==> config.mk <==
export PLATFORM = sky130hd
export DESIGN_NAME = unlock_hold_timer
export DESIGN_NICKNAME = d
export VERILOG_FILES = /design/src/rtl/unlock_hold_timer.sv
export SDC_FILE = /design/constraint.sdc
export NUM_CORES = 1
export LEC_CHECK = 0
export ABC_AREA = 0
export BUFFER_PORTS_ARGS = -buffer_cell sky130_fd_sc_hd__buf_2
export CAP_MARGIN = 20
export CELL_PAD_IN_SITES_DETAIL_PLACEMENT = 1
export CELL_PAD_IN_SITES_GLOBAL_PLACEMENT = 1
export CORE_MARGIN = 5
export CORE_UTILIZATION = 51
export CTS_CLUSTER_DIAMETER = 120
export CTS_CLUSTER_SIZE = 25
export DETAILED_ROUTE_END_ITERATION = 7
export HOLD_SLACK_MARGIN = 0.15
export PLACE_DENSITY = 0.85
export REMOVE_ABC_BUFFERS = 1
export SYNTH_ARGS = -nofsm -noshare
export SYNTH_HDL_FRONTEND = slang
export SYNTH_SLANG_ARGS = --single-unit
export TNS_END_PERCENT = 50
==> constraint.sdc <==
create_clock -name clk -period 5.1 [get_ports clk]
set_input_delay 0.255 -clock clk [delete_from_list [all_inputs] [get_ports clk]]
set_output_delay 0.255 -clock clk [all_outputs]
set_load 0.03 [all_outputs]
==> src/rtl/unlock_hold_timer.sv <==
`default_nettype none
// ============================================================================
// Module      : unlock_hold_timer
// Description : Timed-output driver for the lock datapath. A one-cycle (or
//               level) unlock request releases the bolt for UNLOCK_TIME
//               seconds. If the door opens, the bolt output drops and the
//               door sensor is supervised. If the door stays open longer than
//               DOOR_OPEN_MAX seconds, an alarm is raised and the buzzer is
//               driven with a square wave until the door closes.
//
// Ports       : clk          in   system clock, 1 kHz tick
//               reset        in   asynchronous, active-low reset
//               unlock_req   in   request to release the bolt
//               door_open    in   door sensor, 1 = open (already synchronised)
//               tranca       out  bolt actuator, 1 = released (UNLOCKED only)
//               bip          out  buzzer drive, square wave while alarmed
//               alarm        out  1 while in ALARM
//               relock_pulse out  one-cycle pulse when the unlock window
//                                 expires without the door being opened
//
// Revision    : 1.0 - initial release
// ============================================================================
module unlock_hold_timer #(
    parameter int unsigned UNLOCK_TIME     = 5,
    parameter int unsigned DOOR_OPEN_MAX   = 10,
    parameter int unsigned TICKS_PER_SEC   = 1000,
    parameter int unsigned BEEP_HALF_TICKS = 250
) (
    input  logic clk,
    input  logic reset,
    input  logic unlock_req,
    input  logic door_open,
    output logic tranca,
    output logic bip,
    output logic alarm,
    output logic relock_pulse
);

    // ------------------------------------------------------------------------
    // Timing constants
    // ------------------------------------------------------------------------
    localparam int unsigned c_N_UNL  = UNLOCK_TIME * TICKS_PER_SEC;
    localparam int unsigned c_N_OPEN = DOOR_OPEN_MAX * TICKS_PER_SEC;
    localparam int unsigned c_N_MAX  = (c_N_UNL > c_N_OPEN) ? c_N_UNL : c_N_OPEN;

    // One shared counter times both the unlock window and the door-open
    // window. It is cleared on every state entry, so it never wraps.
    localparam int unsigned c_CNT_W  = $clog2(c_N_MAX) + 1;
    localparam int unsigned c_BEEP_W = $clog2(BEEP_HALF_TICKS) + 1;

    localparam logic [c_CNT_W-1:0]  c_CNT_ZERO  = '0;
    localparam logic [c_CNT_W-1:0]  c_CNT_ONE   = c_CNT_W'(1);
    localparam logic [c_CNT_W-1:0]  c_UNL_LAST  = c_CNT_W'(c_N_UNL - 1);
    localparam logic [c_CNT_W-1:0]  c_OPEN_LAST = c_CNT_W'(c_N_OPEN - 1);

    localparam logic [c_BEEP_W-1:0] c_BEEP_ZERO = '0;
    localparam logic [c_BEEP_W-1:0] c_BEEP_ONE  = c_BEEP_W'(1);
    localparam logic [c_BEEP_W-1:0] c_BEEP_LAST = c_BEEP_W'(BEEP_HALF_TICKS - 1);

    // ------------------------------------------------------------------------
    // State encoding
    // ------------------------------------------------------------------------
    localparam logic [1:0] c_ST_IDLE     = 2'd0;
    localparam logic [1:0] c_ST_UNLOCKED = 2'd1;
    localparam logic [1:0] c_ST_OPEN     = 2'd2;
    localparam logic [1:0] c_ST_ALARM    = 2'd3;

    // ------------------------------------------------------------------------
    // Registers and next-value wires
    // ------------------------------------------------------------------------
    logic [1:0]          r_state;
    logic [c_CNT_W-1:0]  r_cnt;
    logic [c_BEEP_W-1:0] r_beep;
    logic                r_bip;
    logic                r_relock;

    logic [1:0]          w_state_next;
    logic [c_CNT_W-1:0]  w_cnt_next;
    logic [c_BEEP_W-1:0] w_beep_next;
    logic                w_bip_next;
    logic                w_relock_next;

    // ------------------------------------------------------------------------
    // Process 1: state and datapath registers
    // ------------------------------------------------------------------------
    always_ff @(posedge clk or negedge reset) begin
        if (!reset) begin
            r_state  <= c_ST_IDLE;
            r_cnt    <= c_CNT_ZERO;
            r_beep   <= c_BEEP_ZERO;
            r_bip    <= 1'b0;
            r_relock <= 1'b0;
        end else begin
            r_state  <= w_state_next;
            r_cnt    <= w_cnt_next;
            r_beep   <= w_beep_next;
            r_bip    <= w_bip_next;
            r_relock <= w_relock_next;
        end
    end

    // ------------------------------------------------------------------------
    // Process 2: next-state and next-datapath logic
    // ------------------------------------------------------------------------
    always_comb begin
        w_state_next  = r_state;
        w_cnt_next    = r_cnt;
        w_beep_next   = r_beep;
        w_bip_next    = r_bip;
        w_relock_next = 1'b0;

        case (r_state)
            c_ST_IDLE: begin
                // A door opened while idle (forced entry) is not handled here.
                w_cnt_next  = c_CNT_ZERO;
                w_beep_next = c_BEEP_ZERO;
                w_bip_next  = 1'b0;
                if (unlock_req) begin
                    w_state_next = c_ST_UNLOCKED;
                end
            end

            c_ST_UNLOCKED: begin
                w_cnt_next = r_cnt + c_CNT_ONE;
                // Door activity outranks a re-request, which outranks expiry,
                // so a door opening on the last cycle never emits a relock.
                if (door_open) begin
                    w_state_next = c_ST_OPEN;
                    w_cnt_next   = c_CNT_ZERO;
                end else if (unlock_req) begin
                    w_cnt_next   = c_CNT_ZERO;
                end else if (r_cnt == c_UNL_LAST) begin
                    w_state_next  = c_ST_IDLE;
                    w_cnt_next    = c_CNT_ZERO;
                    w_relock_next = 1'b1;
                end
            end

            c_ST_OPEN: begin
                w_cnt_next = r_cnt + c_CNT_ONE;
                // Closing the door on the timeout cycle wins over the alarm.
                if (!door_open) begin
                    w_state_next = c_ST_IDLE;
                    w_cnt_next   = c_CNT_ZERO;
                end else if (r_cnt == c_OPEN_LAST) begin
                    w_state_next = c_ST_ALARM;
                    w_cnt_next   = c_CNT_ZERO;
                    w_beep_next  = c_BEEP_ZERO;
                    w_bip_next   = 1'b1;
                end
            end

            c_ST_ALARM: begin
                w_cnt_next = c_CNT_ZERO;
                if (!door_open) begin
                    w_state_next = c_ST_IDLE;
                    w_beep_next  = c_BEEP_ZERO;
                    w_bip_next   = 1'b0;
                end else if (r_beep == c_BEEP_LAST) begin
                    w_beep_next = c_BEEP_ZERO;
                    w_bip_next  = ~r_bip;
                end else begin
                    w_beep_next = r_beep + c_BEEP_ONE;
                end
            end

            default: begin
                w_state_next = c_ST_IDLE;
                w_cnt_next   = c_CNT_ZERO;
                w_beep_next  = c_BEEP_ZERO;
                w_bip_next   = 1'b0;
            end
        endcase
    end

    // ------------------------------------------------------------------------
    // Process 3: outputs decoded from registered state
    // ------------------------------------------------------------------------
    always_comb begin
        tranca       = (r_state == c_ST_UNLOCKED);
        alarm        = (r_state == c_ST_ALARM);
        bip          = r_bip;
        relock_pulse = r_relock;
    end

endmodule
`default_nettype wire

==> results.cfg, run 1 <==
[drt]
vias = 1287
avgViaCountPerCell = 5.99
final_antenna_net_count = 0
drtIter0Drc = 56
wl_per_cell_microns = 17.0
drt-total-wl_microns = 3660
remaining_drc_errors = 0
drtPass1Iterations = 4

[clocking]
cts_made_buffers = 3
cts_setup_buffers = 0
max_clock_buf_depth = 2
cts-root-buf = sky130_fd_sc_hd__clkbuf_4
cts_tree = built
cts_sinks = 28
clk_transition_reported_paths_ns = 0.15
clk-insertion-delay-late_ns = 0.33
cts_htree_levels = 1

[run]
timing.max_cap.violations = 0

[critical_path]
crit_required_ns = 5.31
crit_start = r_cnt[5]
setup.worst_path.end_class = register
crit_path_max_fanout = 15
timing_worst_setup_path_type = register to register
worstReg2RegStart = r_cnt[5]
setup.worst_path.start_class = register
timing.critical_path.arrival_ns = 2.51

[layout]
nNetsFinal = 179
final_layout_size_suffix_gt1_share_pct = 15.8
area_growth_syn_to_layout_pct = 7.70
antenna-diode-count = 0

[synthesis]
synth_compound_area_share_pct = 12.6
post_synthesis_cells = 162
mapped_avg_cell_area_sq_um = 9.92
post_synth_instance_area_sq_um = 1610
yosys_warnings = 0
ys_dominant_reg_cell = sky130_fd_sc_hd__dfrtp_1
share_of_synthesized_cell_area_in_and_or_nand_and_nor_gates_pct = 32.0
synthMuxAreaShare_pct = 0.700
synth_top_family_by_area = simple AND/OR/NAND/NOR gates
yosys_register_bits = 28
postSynth.asyncResetShare_pct = 100
synth_edf_count = 0
synth-seq-area-share_pct = 43.6
yosys.cell_types.count = 43
area_share_of_xor_xnor_cells_in_the_synthesized_design_pct = 5.99
synth_adder_area_share_pct = 2.33

[die]
placeableCoreArea_sq_um = 3030
io-pin-count = 8
die_area_sq_um = 4380
row_count = 20
floorplan.initialDensity_pct = 53.1
die_w_microns = 66.1
chipHeight_microns = 66.1

[sta]
finalSetupTns_ns = 0
maxClockFrequency_mhz = 433
fin_worst_skew_ns = 0.00287
final.min_clock_period_ns = 2.31
max_slew.worst_pin.slew_ns = 1.01
hold-worst-slack_ns = 0.209
unrepaired_setup_endpoints_after_global_routing = false
slew_viol_final = 0
min_period_over_period_pct = 45.3
final_hold_viol_count = 0
setup-violations-final = 0
max_slew_margin_vs_limit_pct = 32.2

[grt]
grt_pass1_vias = 1345
antenna_violations_before_repair = 0
largest_net_degree_at_the_start_of_global_routing = 29
grt_usage_pct = 18.9
grt_pass1_wl_microns = 6480
grt_overflow_total = 0

[power]
p_per_area_nw_per_um2 = 278
ir_worst_vdd_uv = 140
leakage_nw = 0.701

[place]
place_hpwl_microns = 2670
routabilityCongestion = 0.808
port-buffer-count = 7

[hold_path]
worstHoldPathType = input pin to register
min-delay-start = door_open

[status]
status = finished, final reports clean
[path summary, 6_finish.rpt]
path / endpoint / depth (start not counted) / slack, ns
setup / recovery: r_cnt[1] / 4 / 2.79
hold / removal: relock_pulse / 2 / 0.21
setup reg to reg: r_cnt[1] / 4 / 2.79
hold reg to reg: r_cnt[0] / 1 / 0.53
max in group asynchronous: r_beep[1] / 2 / 4.24
min in group asynchronous: r_beep[6] / 2 / 0.46
[cells by family (layout without fill, tap and decap cells)]
family	after synthesis	after routing
AO/OA/AOI/OAI	25	25
XOR/XNOR	11	11
adder cells (fa/ha/maj)	3	3
AND/OR/NAND/NOR	84	84
flip-flops	28	28
buffers and inverters	10	19
multiplexers	1	1
[report_power, final]
group	switching, mW	total, mW	internal, mW
sequential	0.0234	0.258	0.234
combinational	0.0779	0.114	0.0356
clock	0.0669	0.111	0.0437
total	0.168	0.482	0.314
[metrics by stage]
step | cell area [sq um] | setup WS, ns | std cells | total power [mW] | util [%]
after global placement | 1680 | 2.90 | 209 | 0.369 | 55.3
final | 1730 | 2.79 | 215 | 0.482 | 57.2
after global routing | 1730 | 2.65 | 215 | 0.510 | 57.2
after detailed placement | 1680 | 2.81 | 209 | 0.375 | 55.3
after CTS | 1730 | 2.79 | 215 | 0.487 | 57.2
after floorplan | 1590 | 3.10 | 158 | 0.336 | -
[state kept, by name, summed over array words and instances (netlist names)]
register / cells
r_cnt: 15
r_beep: 9
bip: 1
r_state: 2
relock_pulse: 1
[layout by cell type (no fill, tap or decap), types with 2 or more instances in the layout]
cell type,count
sky130_fd_sc_hd__nand2b_1,2
sky130_fd_sc_hd__inv_1,6
sky130_fd_sc_hd__buf_2,7
sky130_fd_sc_hd__nand2_1,9
sky130_fd_sc_hd__o31ai_1,2
sky130_fd_sc_hd__ha_1,3
sky130_fd_sc_hd__nor4_1,4
sky130_fd_sc_hd__or4_1,2
sky130_fd_sc_hd__or3_1,2
sky130_fd_sc_hd__and3_1,6
sky130_fd_sc_hd__a211o_1,5
sky130_fd_sc_hd__or4_4,2
sky130_fd_sc_hd__nor3_1,11
sky130_fd_sc_hd__nand4bb_1,2
sky130_fd_sc_hd__nand4b_1,2
sky130_fd_sc_hd__o21ai_0,4
sky130_fd_sc_hd__xnor2_1,8
sky130_fd_sc_hd__nor4_2,2
sky130_fd_sc_hd__nand4_1,3
sky130_fd_sc_hd__nand3_1,14
sky130_fd_sc_hd__a221o_1,2
sky130_fd_sc_hd__dfrtp_1,28
sky130_fd_sc_hd__nor2b_1,3
sky130_fd_sc_hd__a21oi_1,4
sky130_fd_sc_hd__nor2_2,10
sky130_fd_sc_hd__xor2_1,3
sky130_fd_sc_hd__nor2_1,4
sky130_fd_sc_hd__dlygate4sd3_1,2
sky130_fd_sc_hd__clkbuf_4,3
[Yosys cell counts, types with 5 or more instances]
cell                      count  area, sq um
sky130_fd_sc_hd__a211o_1      5         43.8
sky130_fd_sc_hd__inv_1        6         22.5
sky130_fd_sc_hd__nand2_1      9         33.8
sky130_fd_sc_hd__nor2_2      10         62.6
sky130_fd_sc_hd__xnor2_1      8         70.1
sky130_fd_sc_hd__dfrtp_1     28          701
sky130_fd_sc_hd__nor3_1      11         55.1
sky130_fd_sc_hd__and3_1       6         37.5
sky130_fd_sc_hd__nand3_1     14         70.1
[per-layer routing]
metal,routed length [microns],global-route usage [%]
met5,0,0
met4,43,4.82
met3,147,2.72
met2,1760,32.0
met1,1720,25.3
[critical path, stage by stage, from the launching register on]
cell,delay [ns]
sky130_fd_sc_hd__dfrtp_1,0.48
sky130_fd_sc_hd__or4_4,0.56
sky130_fd_sc_hd__nor4_2,0.52
sky130_fd_sc_hd__a2bb2oi_4,0.50
sky130_fd_sc_hd__nor2b_1,0.12
[area by class of cell]
type	count	area, sq um
flip-flops and latches	28	701
multi-input cells	124	862
clock buffers	4	36.3
fillers	335	1300
inverters	6	22.5
well taps	44	55.1
repair buffers	9	55.1
[what timing repair did]
| action | 4_1_cts | 5_1_grt |
|---|---|---|
| endpoints found under the hold margin | 29 | 0 |
| endpoints found under the setup margin | 0 | 0 |
| gates resized for setup | 0 | 0 |
| hold buffers | 2 | 0 |
(Power assumes the default switching activity.)
==> inputs of run 2 (changes only) <==
--- a/config.mk
+++ b/config.mk
@@ -5,18 +5,18 @@
 export SDC_FILE = /design/constraint.sdc
 export NUM_CORES = 1
 export LEC_CHECK = 0
-export ABC_AREA = 0
+export ABC_AREA = 1
 export BUFFER_PORTS_ARGS = -buffer_cell sky130_fd_sc_hd__buf_2
 export CAP_MARGIN = 20
 export CELL_PAD_IN_SITES_DETAIL_PLACEMENT = 1
 export CELL_PAD_IN_SITES_GLOBAL_PLACEMENT = 1
 export CORE_MARGIN = 5
-export CORE_UTILIZATION = 51
+export CORE_UTILIZATION = 44
 export CTS_CLUSTER_DIAMETER = 120
 export CTS_CLUSTER_SIZE = 25
 export DETAILED_ROUTE_END_ITERATION = 7
 export HOLD_SLACK_MARGIN = 0.15
-export PLACE_DENSITY = 0.85
+export PLACE_DENSITY = 0.79
 export REMOVE_ABC_BUFFERS = 1
 export SYNTH_ARGS = -nofsm -noshare
 export SYNTH_HDL_FRONTEND = slang
==> constraint.sdc (replaced) <==
create_clock -name clk -period 2.4 [get_ports clk]
set_input_delay 0.12 -clock clk [delete_from_list [all_inputs] [get_ports clk]]
set_output_delay 0.12 -clock clk [all_outputs]
set_load 0.03 [all_outputs]
==> results.cfg, run 2 <==
[synthesis]
synth_edf_count = 0
mapped_avg_cell_area_sq_um = 7.40
yosys_warnings = 0
yosys_register_bits = 28
synth-seq-area-share_pct = 42.1
postSynth.asyncResetShare_pct = 100
netlist.top_cell.by_area = sky130_fd_sc_hd__dfrtp_1
post_synth_instance_area_sq_um = 1670
synthTopCellsByCount = sky130_fd_sc_hd__nand2_1, sky130_fd_sc_hd__nor2_1, sky130_fd_sc_hd__dfrtp_1, sky130_fd_sc_hd__inv_1, sky130_fd_sc_hd__nand3_1
synth_largest_type_area_fraction_pct = 42.1
post_synthesis_cells = 225
ys_dominant_reg_cell = sky130_fd_sc_hd__dfrtp_1
post_synth_main_area_contributors = sky130_fd_sc_hd__dfrtp_1, sky130_fd_sc_hd__nand2_1, sky130_fd_sc_hd__nor2_1
yosys.cell_types.count = 24
post-synth-top-count-cell = sky130_fd_sc_hd__nand2_1

[critical_path]
crit_path_max_fanout = 13
crit_required_ns = 2.56
timing_worst_setup_path_type = register to register
setup.worst_path.end_class = register
timing.critical_path.arrival_ns = 1.80
setup.worst_path.start_class = register

[clocking]
cts_sinks = 28
cts_tree = built
cts_htree_levels = 1
cts.repair.resized = 0
cts_hold_bufs = 2
cts_made_buffers = 3
cts-root-buf = sky130_fd_sc_hd__clkbuf_8
clk-insertion-delay-late_ns = 0.28
cts_setup_buffers = 0
clk_transition_reported_paths_ns = 0.10
max_clock_buf_depth = 2

[drt]
drtIter0Drc = 86
wl_per_cell_microns = 13.7
drtPass1Iterations = 4
vias = 1451
final_antenna_net_count = 0
remaining_drc_errors = 0
avgViaCountPerCell = 5.13
drt-total-wl_microns = 3880

[grt]
antenna_violations_before_repair = 0
largest_net_degree_at_the_start_of_global_routing = 29
grt_overflow_total = 0
grt_pass1_wl_microns = 7070
grt_pass1_vias = 1479
grt_usage_pct = 17.4

[status]
status = finished, final reports clean

[die]
die_area_sq_um = 5120
io-pin-count = 8
row_count = 22
chipHeight_microns = 71.5
floorplan.initialDensity_pct = 45.5
die_w_microns = 71.5
placeableCoreArea_sq_um = 3660

[layout]
num-fill-cells = 490
nNetsFinal = 243
area_growth_syn_to_layout_pct = 8.56
registers.top_by_ff_count = r_cnt
antenna-diode-count = 0
final_common_cell = sky130_fd_sc_hd__nand2_1
final_core_utilization_pct = 49.4
largest_registers = r_cnt: 15 flops, r_beep: 9 flops, r_state: 2 flops
final_layout_size_suffix_gt1_share_pct = 10.2
final_cell_mix = sky130_fd_sc_hd__nand2_1, sky130_fd_sc_hd__nor2_1, sky130_fd_sc_hd__inv_1, sky130_fd_sc_hd__dfrtp_1, sky130_fd_sc_hd__nand3_1
largest_reg_flops = 15
layout.cells.non_filler = 283

[place]
dp_cells = 277
routabilityCongestion = 0.788
port-buffer-count = 7
place_hpwl_microns = 2870

[sta]
unrepaired_setup_endpoints_after_global_routing = false
final_hold_viol_count = 0
slew_viol_final = 0
setup-violations-final = 0
maxClockFrequency_mhz = 611
fin_worst_skew_ns = 0.00834
min_period_over_period_pct = 68.2
final.min_clock_period_ns = 1.64
max_slew.worst_pin.slew_ns = 0.645
hold-worst-slack_ns = 0.227
finalSetupTns_ns = 0
max_slew_margin_vs_limit_pct = 57.0

[hold_path]
worstHoldPathType = input pin to register

[run]
timing.max_cap.violations = 0

[power]
leakage_nw = 0.826
p_per_area_nw_per_um2 = 652
power_mw = 1.18
ir_worst_vdd_uv = 491
run 2: layout make-up:
type	instances	area (sq um)	area share, %
multi-input combinational	164	825	45.6
sequential	28	701	38.8
inverter	30	113	6.23
tap	48	60.1	3.32
clock buffer	4	55.1	3.04
timing repair buffer	9	55.1	3.04
run 2: cells by family (layout without fill, tap and decap cells):
family,Yosys count,count (layout),share of synthesized area [%]
XOR/XNOR,13,13,6.84
flip-flops,28,28,42.1
buffers and inverters,33,43,8.41
AO/OA/AOI/OAI,17,17,5.41
AND/OR/NAND/NOR,131,131,35.0
adder cells (fa/ha/maj),3,3,2.25
run 2: worst paths after layout:
| path | start | to | slack, ns | cells past startpoint |
|---|---|---|---|---|
| worst max-delay path | r_cnt[4] | r_cnt[13] | 0.76 | 8 |
| worst min-delay path | door_open | r_beep[4] | 0.23 | 3 |
| worst max register to register | r_cnt[4] | r_cnt[13] | 0.76 | 8 |
| worst min register to register | r_cnt[0] | r_cnt[0] | 0.47 | 1 |
| max in group asynchronous | reset | r_cnt[10] | 1.58 | 2 |
| min in group asynchronous | reset | r_cnt[9] | 0.39 | 2 |
run 2: worst max-delay path: stages (launching register included):
cell and delay [ns]:
sky130_fd_sc_hd__dfrtp_1 0.44, sky130_fd_sc_hd__nor2_1 0.16, sky130_fd_sc_hd__nand2_1 0.10, sky130_fd_sc_hd__nor2_1 0.23, sky130_fd_sc_hd__nand2_1 0.08, sky130_fd_sc_hd__nand3_1 0.09
sky130_fd_sc_hd__nand2_2 0.08, sky130_fd_sc_hd__inv_2 0.23, sky130_fd_sc_hd__nor2_1 0.09
run 2: power breakdown:
part | switching, mW | leakage, nW | total [mW] | internal, mW
logic | 0.241 | 0.410 | 0.331 | 0.0893
registers | 0.0428 | 0.387 | 0.547 | 0.504
clock network | 0.154 | 0.0288 | 0.301 | 0.147
total | 0.438 | 0.826 | 1.18 | 0.741
run 2: per-layer routing:
metal / GRT usage [%] / wire (microns) / vias to the layer above
li1: - / - / 724
met1: 25.0 / 1920 / 712
met2: 27.9 / 1860 / 10
met3: 2.52 / 69 / 5
met4: 3.76 / 37 / 0
met5: 0 / 0 / -
run 2: per-stage QoR:
stage,instance area (sq um),worst slack [ns]
2_1_floorplan,1640,1.01
3_3_place_gp,1730,0.794
3_5_place_dp,1730,0.766
4_1_cts,1810,0.720
5_1_grt,1810,0.585
6_report,1810,0.763
